File: config.mk
export PLATFORM = sky130hd
export DESIGN_NAME = memory_stage_flat
export DESIGN_NICKNAME = d
export VERILOG_FILES = /design/src/rtl/cpu_types_pkg.sv /design/src/rtl/memory_stage_if.sv /design/src/rtl/memory_stage_link_register.sv /design/src/rtl/memory_stage.sv /design/src/flat_wrapper.sv
export SDC_FILE = /design/constraint.sdc
export NUM_CORES = 1
export LEC_CHECK = 0
export CAP_MARGIN = 0
export CELL_PAD_IN_SITES_DETAIL_PLACEMENT = 2
export CELL_PAD_IN_SITES_GLOBAL_PLACEMENT = 2
export CORE_ASPECT_RATIO = 1.1
export CORE_UTILIZATION = 18
export CTS_CLUSTER_SIZE = 25
export DETAILED_ROUTE_END_ITERATION = 12
export GPL_ROUTABILITY_DRIVEN = 1
export HOLD_SLACK_MARGIN = 0.1
export PLACE_DENSITY = 0.86
export SYNTH_ARGS = -nofsm -noshare
export SYNTH_HDL_FRONTEND = slang
export SYNTH_HIERARCHICAL = 1
export SYNTH_SLANG_ARGS = --single-unit
File: constraint.sdc
create_clock -name CLK -period 2.5 [get_ports CLK]
set_input_delay 0.5 -clock CLK [delete_from_list [all_inputs] [get_ports CLK]]
set_output_delay 0.5 -clock CLK [all_outputs]
set_load 0.05 [all_outputs]
File: src/rtl/cpu_types_pkg.sv
// Shared CPU types: datapath widths, memory-stage FSM encoding and
// control-flow helpers used by the memory stage.
package cpu_types_pkg;

    localparam int WORD_W = 32;
    localparam int REG_W  = 5;

    typedef logic [WORD_W-1:0] word_t;
    typedef logic [REG_W-1:0]  regbits_t;

    // IDLE: ready for the next instruction; WAIT: data access outstanding;
    // HALTED: a halt has retired and the core stays frozen until reset.
    typedef enum logic [1:0] {
        IDLE   = 2'd0,
        WAIT   = 2'd1,
        HALTED = 2'd2
    } memstate_t;

    // beq is taken on zero, bne on non-zero.
    function automatic logic branch_taken(input logic branch, input logic zero,
                                          input logic bne);
        return branch & (zero ^ bne);
    endfunction

    // Redirect target with priority jr > jump > branch.
    function automatic word_t redirect_target(input logic jr, input logic jump,
                                              input word_t rdat1, input word_t jumpaddr,
                                              input word_t branchaddr);
        if (jr)        return rdat1;
        else if (jump) return jumpaddr;
        else           return branchaddr;
    endfunction

endpackage

File: src/rtl/memory_stage_if.sv
// Data-cache request port between the memory stage (master) and the
// data cache (slave).
interface memory_stage_if;
    import cpu_types_pkg::*;

    logic  dREN;
    logic  dWEN;
    word_t dmemaddr;
    word_t dmemstore;
    logic  dhit;
    word_t dmemload;

    modport master (
        output dREN, dWEN, dmemaddr, dmemstore,
        input  dhit, dmemload
    );

    modport slave (
        input  dREN, dWEN, dmemaddr, dmemstore,
        output dhit, dmemload
    );

endinterface

File: src/rtl/memory_stage_link_register.sv
// Load-linked reservation: one valid bit plus the linked address. Set by a
// retiring ll, cleared by any retiring store/sc or a snoop invalidation of
// the linked address.
module link_register
    import cpu_types_pkg::*;
(
    input  logic  CLK,
    input  logic  nRST,
    input  logic  set,
    input  word_t set_addr,
    input  logic  clear,
    input  logic  snoop_inv,
    input  word_t snoop_addr,
    input  word_t match_addr,
    output logic  match
);

    logic  valid_q, valid_d;
    word_t addr_q, addr_d;

    // Next reservation: snoop/clear drop it, a new ll takes precedence.
    always_comb begin
        // NOTE: every variable gets a default first so no latch is inferred.
        valid_d = valid_q;
        addr_d  = addr_q;
        if (snoop_inv && valid_q && (snoop_addr == addr_q)) valid_d = 1'b0;
        if (clear)                                          valid_d = 1'b0;
        if (set) begin
            valid_d = 1'b1;
            addr_d  = set_addr;
        end
    end

    // Reservation register; invalid out of reset.
    always_ff @(posedge CLK or negedge nRST) begin
        if (!nRST) begin
            valid_q <= 1'b0;
            addr_q  <= '0;
        end else begin
            // NOTE: state updates use non-blocking assignments so all flops sample together.
            valid_q <= valid_d;
            addr_q  <= addr_d;
        end
    end

    assign match = valid_q && (match_addr == addr_q);

endmodule

File: src/rtl/memory_stage.sv
// Memory stage of the five-stage MIPS pipeline: issues data-cache requests,
// stalls upstream while an access is outstanding, resolves branches/jumps and
// fills the MEM/WB latch. Optional feature macro: LLSC_EN (ll/sc support).
module memory_stage
    import cpu_types_pkg::*;
(
    input  logic     CLK,
    input  logic     nRST,
    input  logic     regwrite_i,
    input  logic     memtoreg_i,
    input  logic     memread_i,
    input  logic     memwrite_i,
    input  logic     halt_i,
    input  logic     jump_i,
    input  logic     jr_i,
    input  logic     branch_i,
    input  logic     bne_i,
    input  logic     zero_i,
    input  word_t    aluoutput_i,
    input  word_t    rdat1_i,
    input  word_t    rdat2_i,
    input  word_t    jumpaddr_i,
    input  word_t    branchaddr_i,
    input  regbits_t rd_i,
`ifdef LLSC_EN
    input  logic     ll_i,
    input  logic     sc_i,
    input  logic     snoopinv_i,
    input  word_t    snoopaddr_i,
`endif
    memory_stage_if.master dcif,
    output logic     pcpause,
    output logic     nopmode,
    output logic     pcsel,
    output word_t    pcnext,
    output logic     wb_regwrite,
    output logic     wb_memtoreg,
    output logic     wb_halt,
    output regbits_t wb_rd,
    output word_t    wb_aluout,
    output word_t    wb_memload
);

    memstate_t state_q, state_d;

    logic     wb_regwrite_q, wb_regwrite_d;
    logic     wb_memtoreg_q, wb_memtoreg_d;
    logic     wb_halt_q, wb_halt_d;
    regbits_t wb_rd_q, wb_rd_d;
    word_t    wb_aluout_q, wb_aluout_d;
    word_t    wb_memload_q, wb_memload_d;

    logic     complete;
    logic     sc_fail;
    logic     store_en;
    logic     mem_req;
    word_t    retire_aluout;
    logic     dren, dwen;
    word_t    dmemaddr, dmemstore;

`ifdef LLSC_EN
    logic link_match;
    logic link_set;
    logic link_clear;

    // A failed sc is dropped before it reaches the cache and reports 0.
    assign sc_fail       = sc_i & memwrite_i & ~link_match;
    assign retire_aluout = sc_i ? {{(WORD_W-1){1'b0}}, ~sc_fail} : aluoutput_i;
    assign link_set      = complete & ll_i & memread_i;
    assign link_clear    = complete & (memwrite_i | sc_i);

    link_register u_link (
        .CLK        (CLK),
        .nRST       (nRST),
        .set        (link_set),
        .set_addr   (aluoutput_i),
        .clear      (link_clear),
        .snoop_inv  (snoopinv_i),
        .snoop_addr (snoopaddr_i),
        .match_addr (aluoutput_i),
        .match      (link_match)
    );
`else
    assign sc_fail       = 1'b0;
    assign retire_aluout = aluoutput_i;
`endif

    assign store_en = memwrite_i & ~sc_fail;
    assign mem_req  = memread_i | store_en;

    // Request/stall/redirect decode and MEM/WB next values; everything is
    // forced quiet while reset is held so a pending request drops at once.
    always_comb begin
        state_d       = state_q;
        dren          = 1'b0;
        dwen          = 1'b0;
        dmemaddr      = '0;
        dmemstore     = '0;
        pcpause       = 1'b0;
        pcsel         = 1'b0;
        nopmode       = 1'b0;
        pcnext        = '0;
        complete      = 1'b0;
        wb_regwrite_d = 1'b0;
        wb_halt_d     = 1'b0;
        wb_memtoreg_d = wb_memtoreg_q;
        wb_rd_d       = wb_rd_q;
        wb_aluout_d   = wb_aluout_q;
        wb_memload_d  = wb_memload_q;

        if (nRST) begin
            unique case (state_q)
                // IDLE and WAIT share one path: the request is presented
                // until dhit, since the EX/MEM latch is frozen by pcpause.
                IDLE, WAIT: begin
                    if (mem_req) begin
                        dren      = memread_i;
                        dwen      = store_en;
                        dmemaddr  = aluoutput_i;
                        dmemstore = rdat2_i;
                        if (dcif.dhit) begin
                            complete = 1'b1;
                        end else begin
                            pcpause = 1'b1;
                            state_d = WAIT;
                        end
                    end else begin
                        complete = 1'b1;
                    end
                end
                HALTED: begin
                    pcpause   = 1'b1;
                    wb_halt_d = 1'b1;
                end
                default: state_d = IDLE;
            endcase

            if (complete) begin
                pcsel         = jump_i | jr_i | branch_taken(branch_i, zero_i, bne_i);
                nopmode       = pcsel;
                pcnext        = redirect_target(jr_i, jump_i, rdat1_i, jumpaddr_i,
                                                branchaddr_i);
                wb_regwrite_d = regwrite_i;
                wb_memtoreg_d = memtoreg_i;
                wb_halt_d     = halt_i;
                wb_rd_d       = rd_i;
                wb_aluout_d   = retire_aluout;
                if (memread_i) wb_memload_d = dcif.dmemload;
                state_d       = halt_i ? HALTED : IDLE;
            end
        end
    end

    // FSM state and MEM/WB latch.
    always_ff @(posedge CLK or negedge nRST) begin
        if (!nRST) begin
            state_q       <= IDLE;
            wb_regwrite_q <= 1'b0;
            wb_memtoreg_q <= 1'b0;
            wb_halt_q     <= 1'b0;
            wb_rd_q       <= '0;
            wb_aluout_q   <= '0;
            wb_memload_q  <= '0;
        end else begin
            state_q       <= state_d;
            wb_regwrite_q <= wb_regwrite_d;
            wb_memtoreg_q <= wb_memtoreg_d;
            wb_halt_q     <= wb_halt_d;
            wb_rd_q       <= wb_rd_d;
            wb_aluout_q   <= wb_aluout_d;
            wb_memload_q  <= wb_memload_d;
        end
    end

    assign dcif.dREN      = dren;
    assign dcif.dWEN      = dwen;
    assign dcif.dmemaddr  = dmemaddr;
    assign dcif.dmemstore = dmemstore;

    assign wb_regwrite = wb_regwrite_q;
    assign wb_memtoreg = wb_memtoreg_q;
    assign wb_halt     = wb_halt_q;
    assign wb_rd       = wb_rd_q;
    assign wb_aluout   = wb_aluout_q;
    assign wb_memload  = wb_memload_q;

endmodule

File: src/flat_wrapper.sv
// flat-port wrapper written by rule: the top's interface ports become plain ports
module memory_stage_flat import cpu_types_pkg::*;
  (CLK, nRST, regwrite_i, memtoreg_i, memread_i, memwrite_i, halt_i, jump_i, jr_i, branch_i, bne_i, zero_i, aluoutput_i, rdat1_i, rdat2_i, jumpaddr_i, branchaddr_i, rd_i, pcpause, nopmode, pcsel, pcnext, wb_regwrite, wb_memtoreg, wb_halt, wb_rd, wb_aluout, wb_memload, dcif_dREN, dcif_dWEN, dcif_dmemaddr, dcif_dmemstore, dcif_dhit, dcif_dmemload);
  memory_stage_if dcif_i ();
  input  logic CLK;
  input  logic nRST;
  input  logic regwrite_i;
  input  logic memtoreg_i;
  input  logic memread_i;
  input  logic memwrite_i;
  input  logic halt_i;
  input  logic jump_i;
  input  logic jr_i;
  input  logic branch_i;
  input  logic bne_i;
  input  logic zero_i;
  input  word_t aluoutput_i;
  input  word_t rdat1_i;
  input  word_t rdat2_i;
  input  word_t jumpaddr_i;
  input  word_t branchaddr_i;
  input  regbits_t rd_i;
  output logic pcpause;
  output logic nopmode;
  output logic pcsel;
  output word_t pcnext;
  output logic wb_regwrite;
  output logic wb_memtoreg;
  output logic wb_halt;
  output regbits_t wb_rd;
  output word_t wb_aluout;
  output word_t wb_memload;
  output wire logic [$bits(dcif_i.dREN)-1:0] dcif_dREN;
  output wire logic [$bits(dcif_i.dWEN)-1:0] dcif_dWEN;
  output wire logic [$bits(dcif_i.dmemaddr)-1:0] dcif_dmemaddr;
  output wire logic [$bits(dcif_i.dmemstore)-1:0] dcif_dmemstore;
  input wire logic [$bits(dcif_i.dhit)-1:0] dcif_dhit;
  input wire logic [$bits(dcif_i.dmemload)-1:0] dcif_dmemload;
  assign dcif_dREN = dcif_i.dREN;
  assign dcif_dWEN = dcif_i.dWEN;
  assign dcif_dmemaddr = dcif_i.dmemaddr;
  assign dcif_dmemstore = dcif_i.dmemstore;
  assign dcif_i.dhit = dcif_dhit;
  assign dcif_i.dmemload = dcif_dmemload;
  memory_stage u_core (.CLK(CLK), .nRST(nRST), .regwrite_i(regwrite_i), .memtoreg_i(memtoreg_i), .memread_i(memread_i), .memwrite_i(memwrite_i), .halt_i(halt_i), .jump_i(jump_i), .jr_i(jr_i), .branch_i(branch_i), .bne_i(bne_i), .zero_i(zero_i), .aluoutput_i(aluoutput_i), .rdat1_i(rdat1_i), .rdat2_i(rdat2_i), .jumpaddr_i(jumpaddr_i), .branchaddr_i(branchaddr_i), .rd_i(rd_i), .dcif(dcif_i), .pcpause(pcpause), .nopmode(nopmode), .pcsel(pcsel), .pcnext(pcnext), .wb_regwrite(wb_regwrite), .wb_memtoreg(wb_memtoreg), .wb_halt(wb_halt), .wb_rd(wb_rd), .wb_aluout(wb_aluout), .wb_memload(wb_memload));
endmodule
Yosys cells after proc, flatten, opt, wreduce, memory -nomap -nowiden:

Cells that the tools add are included.

* muxes and demuxes: 36
* equal/unequal tests: 5
* bitwise logic cells: 5
* reductions and logical operators: 5

Operators with widths (number)
* 32-bit two-way mux: 10
* 1-bit two-way mux: 20
* 2-bit two-way mux: 4
* 2-bit one-hot mux with 2 select lines: 1
* 4-bit AND reduction: 1
* 3-bit by 1-bit inequality test with 1-bit output (second input constant): 1
* 3-bit by 2-bit inequality test with 1-bit output (second input constant): 1
* 1-bit bitwise OR: 3
* 3-bit AND reduction: 1
* 2-bit by 1-bit equality test with 1-bit output (second input constant): 1
* 2-bit equality test (second input constant): 1
* 2-bit logical NOT: 1
* 2-bit by 1-bit inequality test with 1-bit output (second input constant): 1
* 1-bit one-hot mux with 2 select lines: 1
* 2-bit AND reduction: 1
* 2-bit OR reduction: 1
* 1-bit AND: 1
* 1-bit bitwise XOR: 1

* flip-flop bits (word level): 74
* output and inout bits: 173
* word-level logic and storage cells: 58

Longest topological paths before layout:

Gate-level depths: netlist of the first run.

* depth in word-level cells: 6
* mapped depth: 6
* gate-level depth less buffers: 3

Worst setup path before layout of the first run:

No wires, ideal clock.

* path kind: input to output
* from: input jr_i
* to: output pcsel
* arrival: 2.095 ns
* stages on the path: 5
* path buffers: 3
* slack: -0.095 ns
* path through: clkbuf_1 -> buf_2 -> a211oi_1 -> nor2_1 -> buf_4

* longest elaborated chain between the ends: 4

Ends and longest elaborated chain
* from (decl): RTL line flat_wrapper.sv:13 `input logic jr_i;`
* 1-bit bitwise OR (2 in a row): RTL line memory_stage.sv:139 `pcsel = jump_i | jr_i | branch_taken(branch_i, zero_i, bne_i);`
* 1-bit two-way mux (2 in a row)
* to (decl): RTL line flat_wrapper.sv:25 `output logic pcsel;`

Every way passes these cells.

Worst setup path after layout of the first run:

* from: input jump_i
* to: output pcnext[24]

* longest elaborated chain between the ends: 4

Ends and longest elaborated chain
* from (decl): RTL line flat_wrapper.sv:12 `input logic jump_i;`
* 32-bit two-way mux: RTL line cpu_types_pkg.sv:30 `else if (jump) return jumpaddr;`
* 32-bit two-way mux: RTL line cpu_types_pkg.sv:29 `if (jr) return rdat1;`
* 32-bit two-way mux: RTL line memory_stage.sv:138 `if (complete) begin`
* 32-bit two-way mux: RTL line memory_stage.sv:111 `if (nRST) begin`
* to (decl): RTL line flat_wrapper.sv:26 `output word_t pcnext;`

Every way passes these cells.

==> results of run 1 <==
worst paths after layout:
kind,to,slack [ps],cells past startpoint
max,pcnext[24],90,6
min,u_core/wb_memload[15],200,2
max reg2reg,u_core/wb_rd[1],760,5
min reg2reg,u_core/wb_memload[23],500,1
max in group asynchronous,u_core/wb_aluout[3],1270,3
min in group CLK,u_core/wb_memload[23],500,1
final cells by class:
type                       count  area share [%]
clock inverter                 6           0.736
tap                          300            3.81
multi-input combinational    248            22.6
inverter                       3           0.114
clock buffer                  10            2.42
timing repair buffer         403            51.5
sequential                    74            18.8
through the flow:
stage	setup TNS [ps]	hold WS (ps)	util [%]	power, W
after floorplan	0	204	-	0.00600
after global placement	-470	476	41.2	0.00881
after detailed placement	-1720	495	41.2	0.00898
after CTS	-43.2	202	42.8	0.0104
after global routing	-30.8	216	43.1	0.0107
final	0	198	43.1	0.0104
repair_timing:
item,CTS,global route
setup buffers,0,1
endpoints found under the setup margin,90,95
gates resized for setup,11,5
cloned,1,2
placed cells by master (no fill, tap or decap), types with 2 or more instances in the layout:
cell type / instances
nand2_1: 2
buf_6: 2
inv_1: 3
and2_1: 59
mux2i_2: 2
mux2_2: 79
inv_6: 2
clkbuf_16: 10
o22ai_1: 3
buf_12: 104
dlymetal6s2s_1: 2
clkinv_4: 2
nor2_1: 33
mux2_4: 21
mux2_1: 2
dfrtp_1: 74
buf_4: 15
mux2i_1: 30
clkdlybuf4s50_1: 276
and2_4: 7
metal layers:
layer / vias to the layer above / wire, um
met5: - / 26
met4: 4 / 452
met3: 30 / 1850
met2: 239 / 11600
met1: 2153 / 7770
li1: 1962 / -
cells by family after synthesis:
kind of cell    count (synthesis)  synth area share [%]
compound gates                  7                  1.16
xor+xnor                        1                 0.208
buf+inv                        30                  3.96
flops                          74                  44.1
mux                           134                  36.8
simple gates                  106                  13.8
where the power goes:
part,internal (W),switching (W)
Combinational,0.00285,0.00402
Sequential,0.00180,0.000337
Clock,0.000811,0.000554
state kept, by name, summed over array words and instances (netlist names):
signal / flops
u_core/wb_aluout: 32
u_core/wb_memload: 32
u_core/wb_rd: 5
u_core/state_q: 2
u_core/wb_halt: 1
u_core/wb_memtoreg: 1
u_core/wb_regwrite: 1
worst reg2reg max path, stage by stage (launching register included):
cell and delay (ps):
dfrtp_1 370, and2b_4 230, o21ai_4 140, buf_4 330, buf_12 230, mux2_4 320
==> impl_metrics.py, run 1 <==
metrics = {
    "timing": {
        "setup_viol": 0,
        "finalCriticalPeriod_ps": 2410,
        "relSlewSlack_pct": 56.6,
        "finalWorstSetupSlack_ps": 85.2,
        "max_freq_ghz": 0.414,
        "worst_clock_skew_ps": 10.2,
        "hold_violations": 0,
        "min_period_over_period_pct": 96.6,
        "slew_violations": 0,
        "tightest_slew_ps": 651,
    },
    "yosys": {
        "netlist.area_leader.share_pct": 44.1,
        "yosys-top-cells-area": "dfrtp_1, mux2_2, and2_1, mux2i_1, mux2_4",
        "synth_warnings": 6,
        "synth_cell_types": 22,
        "ys_seq_elements": 74,
        "syn-instance-count": 352,
        "synthArstFlopShare_pct": 100,
        "synth-seq-area-share_pct": 44.1,
        "synthesis.nets": 562,
        "synthTopCellsByCount": "mux2_2, dfrtp_1, and2_1",
        "post-synth-top-area-cell": "dfrtp_1",
        "synth_flop_cell": "dfrtp_1",
        "yosysMostFrequentCell": "mux2_2",
        "synth_edf_count": 0,
        "syn_area_um2": 4200,
        "avgSynthCellArea_um2": 11.9,
    },
    "detailed_routing": {
        "viasPerCell": 4.20,
        "post-route-drc-count": 0,
        "post_drt_wl_per_cell_um": 20.8,
        "drtAntennaViolNets": 0,
        "via_count": 4388,
        "drt_iter0_drc": 66,
        "drtPass1Iterations": 4,
        "wl_um": 21700,
    },
    "global_route": {
        "top_usage_layer": "met2",
        "grt_pass1_vias": 5055,
        "antenna_found_initial": 2,
        "overflow": 0,
        "met1_usage_pct": 17.5,
        "grt_usage_pct": 17.4,
        "use_met2_pct": 32.8,
        "grt_pass1_wl_um": 30800,
        "grt_max_degree": 63,
        "grt_use_met3_pct": 6.52,
    },
    "power_and_ir_drop": {
        "power_density_nw_per_um2": 1050,
        "max-vdd-ir-drop_mv": 0.586,
        "p_leak_nw": 4.15,
    },
    "clock_network": {
        "cts_tree": "built",
        "clkSlewWorstSetupHoldPaths_ps": 70,
        "clockRootBuffer": "clkbuf_16",
        "clk_path_buf_depth": 2,
        "clock_latency_ps": 350,
        "cts_sinks": 74,
        "htreeDepth": 3,
        "numCtsBuffers": 9,
        "cts_hold_buffers": 0,
    },
    "placement": {
        "hpwl_um": 17400,
        "place_area_um2": 9420,
        "post-place-ws_ps": -125,
        "io_buffers": 382,
        "gp_congestion": 0.775,
        "dp_cells": 1024,
    },
    "critical_path": {
        "worstPathArrival_ps": 1910,
        "crit_family": "buffers and inverters",
        "cpMaxStageDelayCell": "mux2_2",
        "cp_data_required_time_ps": 2000,
        "worstSetupStartpoint": "jump_i",
        "crit_type": "in2out",
        "crit_fanout": 10,
        "cp-end-kind": "output pin",
        "crit_chain": "clkdlybuf4s15_1 -> bufbuf_16 -> mux2_2 -> mux2i_1 -> nor2_1 -> buf_12",
        "cp-start-kind": "input port",
        "cp_num_buf_inv": 3,
        "r2r-start": "u_core/state_q[1]",
        "cpPeakStageDelay_ps": 340,
    },
    "hold_path": {
        "hold_path_class": "in2async",
    },
    "layout": {
        "layout-drive-gt1-share_pct": 34.3,
        "fin_area_um2": 9860,
        "nNetsFinal": 949,
        "syn_to_final_growth_pct": 135,
        "n_fill_cell": 2249,
        "diodes": 0,
        "multi_input_comb_area_um2": 2230,
        "final_cells": 1044,
        "seq_area_um2": 1850,
    },
    "floorplan": {
        "die_w_um": 148,
        "die_y_um": 162,
        "die_area_um2": 24000,
        "core_area_um2": 22900,
        "rows": 58,
        "num_io_pins": 383,
        "initial_utilization_pct": 18.4,
    },
    "job": {
        "max_cap_violations": 0,
    },
    "run_status": {
        "status": "completed",
    },
}
No activity file was read; power rests on OpenSTA's default activity.
==> inputs of run 2 (changes only) <==
--- a/config.mk
+++ b/config.mk
@@ -15,6 +15,7 @@
 export GPL_ROUTABILITY_DRIVEN = 1
 export HOLD_SLACK_MARGIN = 0.1
 export PLACE_DENSITY = 0.86
+export SETUP_SLACK_MARGIN = 0.5
 export SYNTH_ARGS = -nofsm -noshare
 export SYNTH_HDL_FRONTEND = slang
 export SYNTH_HIERARCHICAL = 1
==> run 2 against run 1 <==
Sequential cell count unchanged. Combinational power rose by 3%. Largest power group unchanged. Clock skew fell by 3.8 ps. Critical path type is now reg2out. Largest cell class unchanged. Core utilization rose by 2.7 points. Power rose by 1.4%. Sequential share of layout area fell by 1.1 points. Count of clock-buffer cells in the layout grew 3. Maximum frequency is 2.2% higher. First-iteration DRC count increased by 30%.
==> impl_metrics.py, run 2 (synthesized netlist as in run 1, its figures left out) <==
metrics = {
    "run_status": {
        "status": "completed",
    },
    "detailed_routing": {
        "via_count": 4467,
        "drtPass1Iterations": 4,
        "post-route-drc-count": 0,
        "viasPerCell": 4.20,
        "post_drt_wl_per_cell_um": 22.7,
        "drt_iter0_drc": 86,
        "drtAntennaViolNets": 0,
        "wl_um": 24100,
    },
    "layout": {
        "layout-drive-gt1-share_pct": 49.8,
        "layout_commonest_cell": "clkdlybuf4s50_1",
        "fin_util_pct": 45.8,
        "most-common-layout-cells": "clkdlybuf4s50_1, buf_12, mux2_2",
        "nNetsFinal": 969,
        "n_fill_cell": 2199,
        "syn_to_final_growth_pct": 149,
        "diodes": 0,
        "fin_area_um2": 10500,
    },
    "floorplan": {
        "die_area_um2": 24000,
        "core_area_um2": 22900,
        "num_io_pins": 383,
        "initial_utilization_pct": 18.4,
        "rows": 58,
        "die_y_um": 162,
        "die_w_um": 148,
    },
    "global_route": {
        "overflow": 0,
        "grt_pass1_vias": 5340,
        "grt_usage_pct": 19.8,
        "grt_pass1_wl_um": 34700,
        "grt_max_degree": 42,
        "antenna_found_initial": 0,
    },
    "placement": {
        "place_area_um2": 9370,
        "gp_congestion": 0.743,
        "hpwl_um": 16800,
        "io_buffers": 382,
    },
    "clock_network": {
        "clockRootBuffer": "clkbuf_16",
        "clkSlewWorstSetupHoldPaths_ps": 60,
        "clock_latency_ps": 340,
        "clk_path_buf_depth": 2,
        "cts_tree": "built",
        "numCtsBuffers": 9,
        "htreeDepth": 3,
        "cts_sinks": 74,
    },
    "critical_path": {
        "worstPathArrival_ps": 1860,
        "crit_type": "reg2out",
        "reg2reg_to": "u_core/wb_aluout[0]",
        "worstSetupStartpoint": "u_core/state_q[1]",
        "cp_data_required_time_ps": 2000,
        "cp-start-kind": "flip-flop",
        "crit_fanout": 16,
        "cp-end-kind": "output pin",
        "r2r_slack_ps": 630,
        "r2r-start": "u_core/state_q[1]",
        "r2r.worst_path.cells": 7,
    },
    "timing": {
        "slew_violations": 0,
        "finalCriticalPeriod_ps": 2360,
        "rsz0062_at_grt": "true",
        "tightest_slew_ps": 568,
        "min_period_over_period_pct": 94.6,
        "fin_setup_tns_ps": 0,
        "setup_viol": 0,
        "hold_violations": 0,
        "relSlewSlack_pct": 62.3,
        "worst_clock_skew_ps": 6.40,
        "max_freq_ghz": 0.423,
    },
    "power_and_ir_drop": {
        "max-vdd-ir-drop_mv": 0.597,
        "p_leak_nw": 4.54,
        "power_density_nw_per_um2": 1000,
        "p_total_w": 0.0105,
    },
    "hold_path": {
        "hold_path_class": "in2async",
    },
    "job": {
        "max_cap_violations": 0,
    },
}
[run 2: cell count changes in the layout (fill, tap and decap cells not counted), moves of 12 or more]
| cell | before | now |
|---|---|---|
| buf_12 | 104 | 89 |
| clkdlybuf4s50_1 | 276 | 203 |
| nor2_4 | 1 | 33 |
| and2_4 | 7 | 46 |
| nor2_1 | 33 | 1 |
| dlygate4sd2_1 | 0 | 70 |
| mux2i_1 | 30 | 18 |
| buf_8 | 0 | 14 |
| buf_6 | 2 | 16 |
| and2_1 | 59 | 0 |
| and2_2 | 0 | 20 |
[run 2: worst max-delay path, stage by stage (launching register included)]
cell and delay (ps):
dfrtp_1 390, and2b_4 270, nor2b_4 150, buf_4 130
buf_12 120, buf_16 140, and2_2 180, buf_12 140
[run 2: layer usage]
layer / up-vias / GRT usage (%) / wire [um]
met1: 2212 / 19.8 / 8180
met3: 26 / 6.18 / 1850
li1: 2003 / - / -
met4: 0 / 6.79 / 527
met2: 226 / 38.3 / 13500
met5: - / 0 / 0
[run 2: per-stage QoR]
step | hold slack [ps] | worst slack (ps) | cells
5_1_grt | 284 | 68.8 | 1063
3_5_place_dp | 487 | -121 | 1022
2_1_floorplan | 204 | 342 | 352
3_3_place_gp | 477 | -50.8 | 1022
6_report | 263 | 136 | 1063
4_1_cts | 266 | 125 | 1060
[run 2: repair_timing]
item | in CTS | in global routing
cloned | 9 | 0
gates resized for setup | 209 | 21
hold buffers | 0 | 0
setup endpoints to repair | 166 | 106
buffers inserted | 14 | 3
pin swaps | 52 | 9
[run 2: how the worst max path moves through the flow]
stage,end,slack [ps]
after floorplan,pcnext[0],340
after global placement,pcnext[12],-50
after detailed placement,pcnext[25],-120
after CTS,dcif_dmemstore[1],130
after global routing,dcif_dmemaddr[14],70
final,dcif_dmemaddr[14],140
[run 2: power by group]
part	switching [W]	internal (W)
clock network	0.000504	0.000848
logic	0.00428	0.00277
registers	0.000319	0.00180
total	0.00510	0.00541
[run 2: layout make-up]
class	instances	area, um2	area share [%]
sequential	74	1850	17.7
inverter	3	11.3	0.108
multi-input combinational	248	2670	25.5
timing repair buffer	423	5260	50.2
clock inverter	2	35.0	0.334
clock buffer	13	270	2.58
tap	300	375	3.58
==> inputs of run 3 (changes only) <==
--- a/config.mk
+++ b/config.mk
@@ -5,7 +5,6 @@
 export SDC_FILE = /design/constraint.sdc
 export NUM_CORES = 1
 export LEC_CHECK = 0
-export CAP_MARGIN = 0
 export CELL_PAD_IN_SITES_DETAIL_PLACEMENT = 2
 export CELL_PAD_IN_SITES_GLOBAL_PLACEMENT = 2
 export CORE_ASPECT_RATIO = 1.1
==> results of run 3 <==
Final layout, timing and power as in run 2 (identical DEF).
